File: src/rtl/delay_driver_pkg.sv
// Shared types and default widths for the delay_driver initiator.
package delay_driver_pkg;

  typedef enum logic [1:0] {
    IDLE = 2'd0,
    SEND = 2'd1,
    WAIT = 2'd2
  } state_t;

  localparam int DATA_SIZE      = 8;
  localparam int CNT_SIZE       = 8;
  localparam int DEPTH          = 4;
  localparam int TIMEOUT_CYCLES = 15;

endpackage

File: src/rtl/sync_fifo.sv
// Circular-buffer FIFO; a push while full is accepted only if a pop frees the slot at the same edge.
module sync_fifo
  import delay_driver_pkg::*;
#(
  parameter int data_size = DATA_SIZE,
  parameter int depth     = DEPTH,
  parameter int ptr_size  = $clog2(depth)
) (
  input  logic                 clk,
  input  logic                 reset,
  input  logic                 push,
  input  logic [data_size-1:0] push_data,
  input  logic                 pop,
  output logic [data_size-1:0] head,
  output logic                 full,
  output logic                 empty,
  output logic                 multi,
  output logic                 drop
);

  localparam logic [ptr_size:0] LP_FULL = (ptr_size+1)'(depth);

  logic [data_size-1:0] r_mem [depth];
  logic [ptr_size-1:0]  r_wr_ptr, r_rd_ptr;
  logic [ptr_size:0]    r_count;
  logic                 w_pop, w_push;

  assign full   = (r_count == LP_FULL);
  assign empty  = (r_count == '0);
  assign multi  = (r_count[ptr_size:1] != '0);
  assign w_pop  = pop && !empty;
  assign w_push = push && (!full || w_pop);
  assign drop   = push && !w_push;
  assign head   = r_mem[r_rd_ptr];

  // When full, wr_ptr == rd_ptr: the new word lands in the slot being popped, which becomes the tail.
  always_ff @(posedge clk or posedge reset) begin
    if (reset) begin
      r_wr_ptr <= '0;
      r_rd_ptr <= '0;
      r_count  <= '0;
      for (int i = 0; i < depth; i++) r_mem[i] <= '0;
    end else begin
      if (w_push) begin
        r_mem[r_wr_ptr] <= push_data;
        r_wr_ptr        <= r_wr_ptr + 1'b1;
      end
      if (w_pop) r_rd_ptr <= r_rd_ptr + 1'b1;
      case ({w_push, w_pop})
        2'b10:   r_count <= r_count + 1'b1;
        2'b01:   r_count <= r_count - 1'b1;
        default: ;
      endcase
    end
  end

endmodule

File: src/rtl/delay_driver.sv
// Initiator for the valid/next/ready stage handshake: queues words, sends one at a time,
// captures the stage result, and keeps transfer counters and sticky error flags.
module delay_driver
  import delay_driver_pkg::*;
#(
  parameter int data_size      = DATA_SIZE,
  parameter int depth          = DEPTH,
  parameter int ptr_size       = $clog2(depth),
  parameter int cnt_size       = CNT_SIZE,
  parameter int timeout_cycles = TIMEOUT_CYCLES
) (
  input  logic                 clk,
  input  logic                 reset,
  input  logic                 push,
  input  logic [data_size-1:0] push_data,
  output logic                 full,
  output logic                 empty,
  output logic                 valid,
  output logic [data_size-1:0] tx_data,
  input  logic                 next,
  input  logic                 ready,
  input  logic [data_size-1:0] rx_data,
  output logic [data_size-1:0] result,
  output logic                 result_valid,
  output logic [cnt_size-1:0]  sent_cnt,
  output logic [cnt_size-1:0]  recv_cnt,
  output logic                 overflow,
  output logic                 timeout_err
);

  localparam logic [cnt_size-1:0] LP_TO_LAST = cnt_size'(timeout_cycles - 1);

  state_t               r_state;
  logic [cnt_size-1:0]  r_timer, r_sent_cnt, r_recv_cnt;
  logic [data_size-1:0] r_result;
  logic                 r_result_valid, r_overflow, r_timeout_err;
  logic [data_size-1:0] w_head;
  logic                 w_xfer, w_capture, w_multi, w_drop;

  sync_fifo #(
    .data_size (data_size),
    .depth     (depth),
    .ptr_size  (ptr_size)
  ) u_fifo (
    .clk       (clk),
    .reset     (reset),
    .push      (push),
    .push_data (push_data),
    .pop       (w_xfer),
    .head      (w_head),
    .full      (full),
    .empty     (empty),
    .multi     (w_multi),
    .drop      (w_drop)
  );

  assign valid     = (r_state == SEND);
  assign tx_data   = valid ? w_head : '0;
  assign w_xfer    = valid && next;
  // ready only counts alongside a transfer or while a result is outstanding.
  assign w_capture = ready && (w_xfer || r_state == WAIT);

  always_ff @(posedge clk or posedge reset) begin
    if (reset) begin
      r_state        <= IDLE;
      r_timer        <= '0;
      r_sent_cnt     <= '0;
      r_recv_cnt     <= '0;
      r_result       <= '0;
      r_result_valid <= 1'b0;
      r_overflow     <= 1'b0;
      r_timeout_err  <= 1'b0;
    end else begin
      r_result_valid <= 1'b0;
      if (w_capture) begin
        r_result       <= rx_data;
        r_result_valid <= 1'b1;
        r_recv_cnt     <= r_recv_cnt + 1'b1;
      end
      if (w_drop) r_overflow <= 1'b1;

      case (r_state)
        IDLE: if (!empty) r_state <= SEND;
        SEND: begin
          if (next) begin
            r_sent_cnt <= r_sent_cnt + 1'b1;
            r_timer    <= '0;
            if (!ready)       r_state <= WAIT;
            else if (w_multi) r_state <= SEND;
            else              r_state <= IDLE;
          end
        end
        WAIT: begin
          if (ready) begin
            r_state <= empty ? IDLE : SEND;
          end else begin
            r_timer <= r_timer + 1'b1;
            if (r_timer == LP_TO_LAST) begin
              r_timeout_err <= 1'b1;
              r_state       <= IDLE;
            end
          end
        end
        default: r_state <= IDLE;
      endcase
    end
  end

  assign result       = r_result;
  assign result_valid = r_result_valid;
  assign sent_cnt     = r_sent_cnt;
  assign recv_cnt     = r_recv_cnt;
  assign overflow     = r_overflow;
  assign timeout_err  = r_timeout_err;

endmodule

File: config.mk
export PLATFORM = sky130hd
export DESIGN_NAME = delay_driver
export DESIGN_NICKNAME = d
export VERILOG_FILES = /design/src/rtl/delay_driver_pkg.sv /design/src/rtl/sync_fifo.sv /design/src/rtl/delay_driver.sv
export SDC_FILE = /design/constraint.sdc
export NUM_CORES = 1
export LEC_CHECK = 0
export CORE_MARGIN = 2
export CORE_UTILIZATION = 53
export DETAILED_ROUTE_END_ITERATION = 12
export GPL_TIMING_DRIVEN = 0
export PLACE_DENSITY = 0.88
export SKIP_LAST_GASP = 1
export SLEW_MARGIN = 25
export SYNTH_ARGS = -nofsm -noshare
export SYNTH_HDL_FRONTEND = slang
export SYNTH_SLANG_ARGS = --single-unit
File: constraint.sdc
create_clock -name clk -period 3.3 [get_ports clk]
set_clock_uncertainty 0.2 [all_clocks]
set_input_delay 0.825 -clock clk [delete_from_list [all_inputs] [get_ports clk]]
set_output_delay 0.825 -clock clk [all_outputs]
set_load 0.05 [all_outputs]
After elaboration in Yosys (flattened, before gate mapping)
Cells that the tools add are included.
{"block": "totals", "reg_bits": 76, "output_inout_bits": 38, "wordCells": 78}
{"block": "op_classes", "n_addsub": 7, "magnitude_cmp": 3, "n_eq_ne": 10, "mux": 20, "bitwise_logic": 3, "reduce_logical": 20}
{"operator": "$mux W8", "count": 6}
{"operator": "$bwmux W32", "count": 1}
{"operator": "$add A8 B1 Y8 const B", "count": 3}
{"operator": "$bmux W8 S2", "count": 1}
{"operator": "$demux W8 S2", "count": 1}
{"operator": "$pmux W8 S2", "count": 1}
{"operator": "$mux W2", "count": 5}
{"operator": "$reduce_and A3 Y1", "count": 3}
{"operator": "$eq A8 B4 Y1 const B", "count": 1}
{"operator": "$ge A3 B3 Y1 const B", "count": 2}
{"operator": "$logic_and A1 B1 Y1", "count": 6}
{"operator": "$not A2 Y3", "count": 2}
{"operator": "$pmux W2 S3", "count": 1}
{"operator": "$pmux W3 S2", "count": 1}
{"operator": "$reduce_bool A2 Y1", "count": 3}
{"operator": "$add A2 B1 Y2 const B", "count": 2}
{"operator": "$eq A2 B1 Y1 const B", "count": 2}
{"operator": "$eq A2 B2 Y1 const B", "count": 2}
{"operator": "$ne A2 B2 Y1 const B", "count": 2}
{"operator": "$add A3 B1 Y3 const B", "count": 1}
{"operator": "$eq A3 B3 Y1 const B", "count": 1}
{"operator": "$logic_not A1 Y1", "count": 3}
{"operator": "$logic_not A3 Y1", "count": 1}
{"operator": "$lt A3 B1 Y1 const B", "count": 1}
{"operator": "other kinds (8)", "count": 11}

Depth between registers and ports, before layout
Gate-level depths: netlist (run 1).
{"block": "logic_depth", "word_depth": 7, "depth_mapped": 9, "mapped_depth_nobuf": 8}

Hierarchy
Synthesis (run 1) repeated with hierarchy kept, for this count alone.
{"block": "unflattened", "cells_unflattened": 274, "hier_area_um2": 3552.2}
{"mod": "sync_fifo", "instances": 1, "cells_per_inst": 118, "area_each_um2": 1819.2, "seq_area_each_um2": 975.9}
{"mod": "delay_driver", "instances": 1, "cells_per_inst": 156, "area_each_um2": 1732.9, "seq_area_each_um2": 925.9}

Least setup slack after synthesis (run 1)
No wires, ideal clock.
{"block": "synth_path", "path_type": "register to register", "startpoint": "register u_fifo.r_count[2]", "endpoint": "register u_fifo.r_count[1]", "setup_ns": 0.071, "arrival_ns": 2.776, "required_ns": 3.029, "slack_ns": 0.253, "stages_incl_launch_ff": 9, "path_buffers": 0, "cell_sequence": "dfrtp_1 > nor3_1 > nor2_1 > nand2_1 > fa_1 > inv_1 > o221a_2 > a21oi_1 > nor2_1"}
{"block": "synth_between", "elab_chain_cells": 7}
{"item": "start, declared", "line_no": "sync_fifo.sv:25", "rtl": "logic [ptr_size:0] r_count;"}
{"item": "start signal, assigned", "line_no": "sync_fifo.sv:50", "rtl": "2'b10: r_count <= r_count + 1'b1;"}
{"item": "start signal, assigned", "line_no": "sync_fifo.sv:51", "rtl": "2'b01: r_count <= r_count - 1'b1;"}
{"item": "$logic_not A3 Y1 *", "line_no": "sync_fifo.sv:29", "rtl": "assign empty = (r_count == '0);"}
{"item": "net empty", "line_no": "delay_driver.sv:17", "rtl": "output logic empty,"}
{"item": "$logic_not A1 Y1 *", "line_no": "sync_fifo.sv:31", "rtl": "assign w_pop = pop && !empty;"}
{"item": "$logic_and A1 B1 Y1 *", "line_no": "sync_fifo.sv:31"}
{"item": "$logic_or A1 B1 Y1", "line_no": "sync_fifo.sv:32", "rtl": "assign w_push = push && (!full || w_pop);"}
{"item": "$logic_and A1 B1 Y1", "line_no": "sync_fifo.sv:32"}
{"item": "$eq A2 B1 Y1 / $eq A2 B2 Y1 (equally long branches)", "line_no": "sync_fifo.sv:49", "rtl": "case ({w_push, w_pop})"}
{"item": "$pmux W3 S2 / $reduce_bool A2 Y1 (equally long branches)"}
Mark *: on every way through the listed nets, which the timed path passes. The rest lies on a longest branch.
A chain may end at the register's enable or synchronous reset.

Worst setup path after layout (run 1)
{"block": "layout_path", "startpoint": "register r_state[0]", "endpoint": "output port valid"}
{"block": "layout_between", "elab_chain_cells": 1}
{"item": "start, declared", "line_no": "delay_driver.sv:33", "rtl": "state_t r_state;"}
{"item": "start signal, assigned", "line_no": "delay_driver.sv:95", "rtl": "r_state <= empty ? IDLE : SEND;"}
{"item": "$eq A2 B1 Y1", "line_no": "delay_driver.sv:57", "rtl": "assign valid = (r_state == SEND);"}
{"item": "end, declared", "line_no": "delay_driver.sv:18", "rtl": "output logic valid,"}
No other way between the ends.

==> run summary, run 1 <==
Max-cap violations = 0
GRT Total Usage = 20.2%
Post-synthesis cell area = 3640 sq um
PnR worst setup slack = 139 ps
Root buffer cell = clkbuf_8
Sink Count = 76
Fin crit share = 95.8%
Die W = 86.9 um
CTS buffer count = 9
R2R setup slack = 860 ps
Cell area power density = 1020 nW/um^2
Clock edge transition at the registers on the reported setup and hold paths = 80 ps
Worst slew margin = 56.5%
Hold WC Path Type = reg2reg
Boundary Pins = 59
Primary FF master, synth = dfrtp_1
Number of core rows = 30
Status = completed
RR Endpoint = u_fifo.r_count[2]
Worst vdd ir = 605 uV
Starting density of the core = 54.2%
Share of cells above drive strength 1 = 21.1%
FF+latch count, synth = 76
Most frequent cell after synthesis = dfrtp_1
Detailed-route via count = 2450
DRC errors left = 0
Worst Path Required = 2270 ps
Post-Route WL = 6.87 mm
Final setup vio count = 0
Initial DRT Pass Iterations = 4
Syn_area_per_cell = 12.0 sq um
Core Region = 6720 sq um
CP endpoint kind = output port
Placement Setup Slack = 13.8 ps
Sequential share of the synthesized area = 52.3%
Number of global-route vias before repair = 2541
Yosys top cell by area = dfrtp_1
Hold WS = 257 ps
RSZ-0062 raised after global routing = false
Longest Clk Path Bufs = 2
Type of origin of the critical path = flop
Synth top area share = 52.3%
Vias per cell = 5.40
CP startpoint = r_state[0]
Chip height = 86.9 um
DR WL/cell = 15.1 um
Number of synthesized flops with an enable pin = 0
Full die area = 7540 sq um
TritonCTS clock tree = built
R2R cell count = 9
CP max FO = 10
Pins Over Slew Limit = 0
Antenna cells = 0
GP Congestion = 0.794
Synth cell count leaders = 76 x dfrtp_1, 42 x nand2_1, 32 x mux2_2
Worst Path Arrival = 2140 ps
# port buffers = 57
CTS H-Tree Depth = 3
Top post-synthesis cells by area = dfrtp_1 52%, mux2_2 9.9%, mux4_2 5.0%, nand2_1 4.3%, xnor2_1 3.6%
Area growth syn-to-layout = 23.7%
Nets = 401
First-pass GRT wire length = 11.9 mm
Worst-Skew Late Latency = 340 ps
Mapped Cells = 302
Count of cell types in the netlist = 43
Post-route ant nets = 0
Fin. Hold Viols = 0
FILL cells = 509
Crit path kind = reg2out
Yosys warnings = 0
Worst-Margin Slew = 652 ps
FMAX = 0.316 GHz
Initial antenna violation count = 0
Fin crit period = 3160 ps
Post-Syn Nets = 332
Number of DRC markers in iteration 0 = 103
Synth async-reset ratio = 100%
Total grt overflow = 0
Hpwl dp = 4.91 mm
Final core occ = 67.0%
Worst reg2reg startpoint = r_state[1]
Leakage = 0.00201 uW
Setup crit end = valid
Pin count of the biggest net entering global routing = 43
[area by class of cell]
class                      count  area (sq um)  area share (%)
multi-input combinational    201          1600            35.5
buffer                        14          96.3            2.14
tap                           80           100            2.22
timing repair buffer          58           581            12.9
inverter                      11          43.8           0.973
sequential                    76          1900            42.3
clock buffer                   9           124            2.75
clock inverter                 5          55.1            1.22
[power by group]
| group | internal, uW | total, uW | switching [uW] |
|---|---|---|---|
| combinational | 975 | 2360 | 1380 |
| sequential | 1310 | 1580 | 274 |
| clock | 338 | 667 | 329 |
[cells by family after synthesis]
kind of cell / Yosys count / share of synthesized area, %
AO/OA/AOI/OAI: 22 / 4.71
XOR/XNOR: 24 / 5.78
adder cells (fa/ha/maj): 9 / 3.30
buffers and inverters: 25 / 3.78
flip-flops: 76 / 52.3
multiplexers: 40 / 14.9
AND/OR/NAND/NOR: 106 / 15.3
[layout by cell type (no fill, tap or decap), types with 2 or more instances in the layout]
| cell | instances |
|---|---|
| mux2_2 | 32 |
| buf_2 | 5 |
| xnor2_1 | 15 |
| clkinvlp_4 | 2 |
| nor2_2 | 2 |
| and4_1 | 2 |
| nor2b_1 | 10 |
| nor3_1 | 3 |
| nand4_1 | 8 |
| clkbuf_8 | 9 |
| a21oi_1 | 4 |
| ha_1 | 8 |
| nand2_1 | 42 |
| nand3_1 | 10 |
| xor2_1 | 9 |
| o21ai_0 | 5 |
| clkinv_2 | 2 |
| inv_1 | 10 |
| clkdlybuf4s50_1 | 49 |
| and2_1 | 7 |
| mux4_2 | 8 |
| dfrtp_1 | 76 |
| nor2_1 | 13 |
| dlygate4sd2_1 | 8 |
| buf_4 | 8 |
| a211oi_1 | 2 |
[timing repair]
action | in CTS | in global routing
hold buffers | 0 | 0
gates resized for setup | 8 | 0
endpoints found under the hold margin | 0 | 0
endpoints found under the setup margin | 8 | 0
buffers inserted | 0 | 0
[flip-flops by register name, summed over array words and instances, names as in the netlist]
register	count
timeout_err	1
recv_cnt	8
u_fifo.r_count	3
sent_cnt	8
u_fifo.r_wr_ptr	2
result_valid	1
r_timer	8
u_fifo.r_rd_ptr	2
result	8
overflow	1
u_fifo.r_mem	32
r_state	2
[per-layer routing]
metal	vias up	part of all wire [%]	GRT usage [%]
met5	-	0	0
met4	0	1.3	8.52
met3	9	3.3	3.98
met2	50	51	33.3
met1	1220	45	26.2
li1	1171	-	-
[how the worst min path moves through the flow]
stage,to,cells past startpoint,start,slack [ps]
after floorplan,r_timer[4],1,r_timer[4],270
after global placement,timeout_err,1,timeout_err,240
after detailed placement,timeout_err,1,timeout_err,240
after CTS,timeout_err,1,timeout_err,260
after global routing,overflow,1,overflow,290
final,timeout_err,1,timeout_err,260
[through the flow]
| stage | area (sq um) | setup TNS, ps | cells | power (uW) |
|---|---|---|---|---|
| global placement | 4310 | -62730 | 439 | 3940 |
| detailed placement | 4330 | 0 | 440 | 4030 |
| floorplan | 3640 | 0 | 302 | 3320 |
| finish | 4500 | 0 | 454 | 4610 |
| CTS | 4500 | 0 | 454 | 4650 |
| global route | 4500 | 0 | 454 | 4890 |
[worst max-delay path: stages, from the launching register on]
cell and delay (ps):
dfrtp_1 410, buf_4 180, nand2b_1 270, inv_1 130, clkdlybuf4s50_1 800
Note: power is estimated with default switching activity, not from simulation.
==> run 2, diff against run 1 <==
SKIP_LAST_GASP = unset   (was 1)
==> results of run 2 <==
No change in the layout: final DEF, timing and power equal those of run 1.
==> run 3, diff against run 2 <==
==> constraint.sdc (replaced) <==
create_clock -name clk -period 3.3 [get_ports clk]
set_clock_uncertainty 0.2 [all_clocks]
set_input_delay 0.495 -clock clk [delete_from_list [all_inputs] [get_ports clk]]
set_output_delay 0.495 -clock clk [all_outputs]
set_load 0.05 [all_outputs]
==> run summary, run 3 (same netlist as run 1, synthesis figures left out) <==
Type of origin of the critical path = flop
Die W = 86.9 um (unchanged)
Initial antenna violation count = 0 (unchanged)
Worst Path Arrival = 2350 ps (+210 ps)
Final std cells w/o fill = 454 (unchanged)
Number of global-route vias before repair = 2541 (unchanged)
Total grt overflow = 0 (unchanged)
Nets = 401 (unchanged)
Largest delay contributor family on the critical path = buffers and inverters
Pins Over Slew Limit = 0 (unchanged)
Initial DRT Pass Iterations = 4 (unchanged)
CP endpoint kind = output port
Full die area = 7540 sq um (unchanged)
Fin crit share = 92.4% (-3.4 points)
Starting density of the core = 54.2% (unchanged)
GP Congestion = 0.794 (unchanged)
Crit path kind = reg2out
Boundary Pins = 59 (unchanged)
RSZ-0062 raised after global routing = false
Share of cells above drive strength 1 = 21.1% (unchanged)
Fin. Hold Viols = 0 (unchanged)
Fin Setup TNS = 0 ps (unchanged)
First-pass GRT wire length = 11.9 mm (unchanged)
Cells along the critical path = buf_2, mux4_2, nor2b_1, clkdlybuf4s50_1
Max-cap violations = 0 (unchanged)
GRT Total Usage = 20.2% (unchanged)
Status = completed
CP max FO = 10 (unchanged)
Post-CTS Setup Bufs = 0 (unchanged)
Post-Route WL = 6.87 mm (about the same)
Worst vdd ir = 606 uV (+0.11%)
Root buffer cell = clkbuf_8
Bufs and invs on worst path = 2 (-1)
Sink Count = 76 (unchanged)
# port buffers = 57 (unchanged)
Final core occ = 67.1% (+0.15 points)
FILL cells = 505 (-0.79%)
Critical path's largest stage delay = 710 ps (-90 ps)
DR WL/cell = 15.1 um (about the same)
Post_cts resized = 0 (-8)
Critical Path Slowest Stage Cell = clkdlybuf4s50_1
Most flops, register = u_fifo.r_mem
Worst-Margin Slew = 647 ps (-4.40 ps)
Fin crit period = 3050 ps (-112 ps)
Hold WC Path Type = reg2reg
Pin count of the biggest net entering global routing = 43 (unchanged)
Final setup vio count = 0 (unchanged)
Post-placement cell count = 440 (unchanged)
Cell area power density = 1030 nW/um^2 (+1.0%)
CTS H-Tree Depth = 3 (unchanged)
TritonCTS clock tree = built
Number of core rows = 30 (unchanged)
Number of DRC markers in iteration 0 = 103 (unchanged)
Longest Clk Path Bufs = 2 (unchanged)
FMAX = 0.328 GHz (+3.7%)
Detailed-route via count = 2451 (+0.041%)
Worst slew margin = 56.7% (+0.29 points)
Core Region = 6720 sq um (unchanged)
Leakage = 0.00199 uW (-1.3%)
Vias per cell = 5.40 (about the same)
Hold_buf cts = 0 (unchanged)
Hpwl dp = 4.91 mm (unchanged)
Antenna cells = 0 (unchanged)
Max reg flops = 32 (unchanged)
Worst-Skew Late Latency = 340 ps (about the same)
CTS buffer count = 9 (unchanged)
Chip height = 86.9 um (unchanged)
Worst Path Required = 2600 ps (+330 ps)
Commonest non-fill, non-tap cell in the layout = dfrtp_1
Post-route ant nets = 0 (unchanged)
DRC errors left = 0 (unchanged)
Clock edge transition at the registers on the reported setup and hold paths = 80 ps (about the same)
Area growth syn-to-layout = 24.0%
Highest-count cells in the layout ignoring fill and taps = 76 x dfrtp_1, 57 x clkdlybuf4s50_1, 42 x nand2_1, 32 x mux2_2, 15 x xnor2_1
## run 3: cell count changes in the layout (fill, tap and decap cells not counted), sizes merged
cell,change
dlygate4sd2,-8
clkdlybuf4s50,+8
## run 3: path summary, 6_finish.rpt
path | startpoint | endpoint | slack (ps) | depth (start not counted)
max | u_fifo.r_rd_ptr[0] | tx_data[3] | 250 | 4
min | timeout_err | timeout_err | 260 | 1
max reg2reg | r_state[1] | u_fifo.r_count[2] | 860 | 9
min reg2reg | timeout_err | timeout_err | 260 | 1
max in group asynchronous | reset | u_fifo.r_mem[8] | 2020 | 3
min in group asynchronous | reset | sent_cnt[3] | 330 | 2
## run 3: final cells by class
cell class                 count  area (sq um)  share of cell area [%]
clock inverter                 5          55.1                    1.22
buffer                        14          96.3                    2.14
timing repair buffer          58           591                    13.1
multi-input combinational    201          1600                    35.5
inverter                      11          43.8                   0.971
tap                           80           100                    2.22
sequential                    76          1900                    42.2
clock buffer                   9           124                    2.75
## run 3: routing by layer
metal	vias up	wire length [um]	global-route usage, %
li1	1171	-	-
met1	1221	3070	26.2
met2	50	3480	33.3
met3	9	229	3.98
met4	0	89	8.52
met5	-	0	0
## run 3: through the flow
| stage | hold slack [ps] | total power (uW) | setup WS, ps | area (sq um) |
|---|---|---|---|---|
| after floorplan | 271 | 3320 | 253 | 3640 |
| after global placement | 240 | 3940 | -498 | 4310 |
| after detailed placement | 244 | 4030 | 344 | 4330 |
| after CTS | 261 | 4700 | 212 | 4510 |
| after global routing | 287 | 4940 | 136 | 4510 |
| final | 257 | 4660 | 251 | 4510 |
## run 3: where the power goes
group / leakage [uW] / switching, uW / internal [uW]
Sequential: 0.000944 / 274 / 1310
Combinational: 0.000955 / 1380 / 1030
Clock: 0.0000870 / 329 / 338
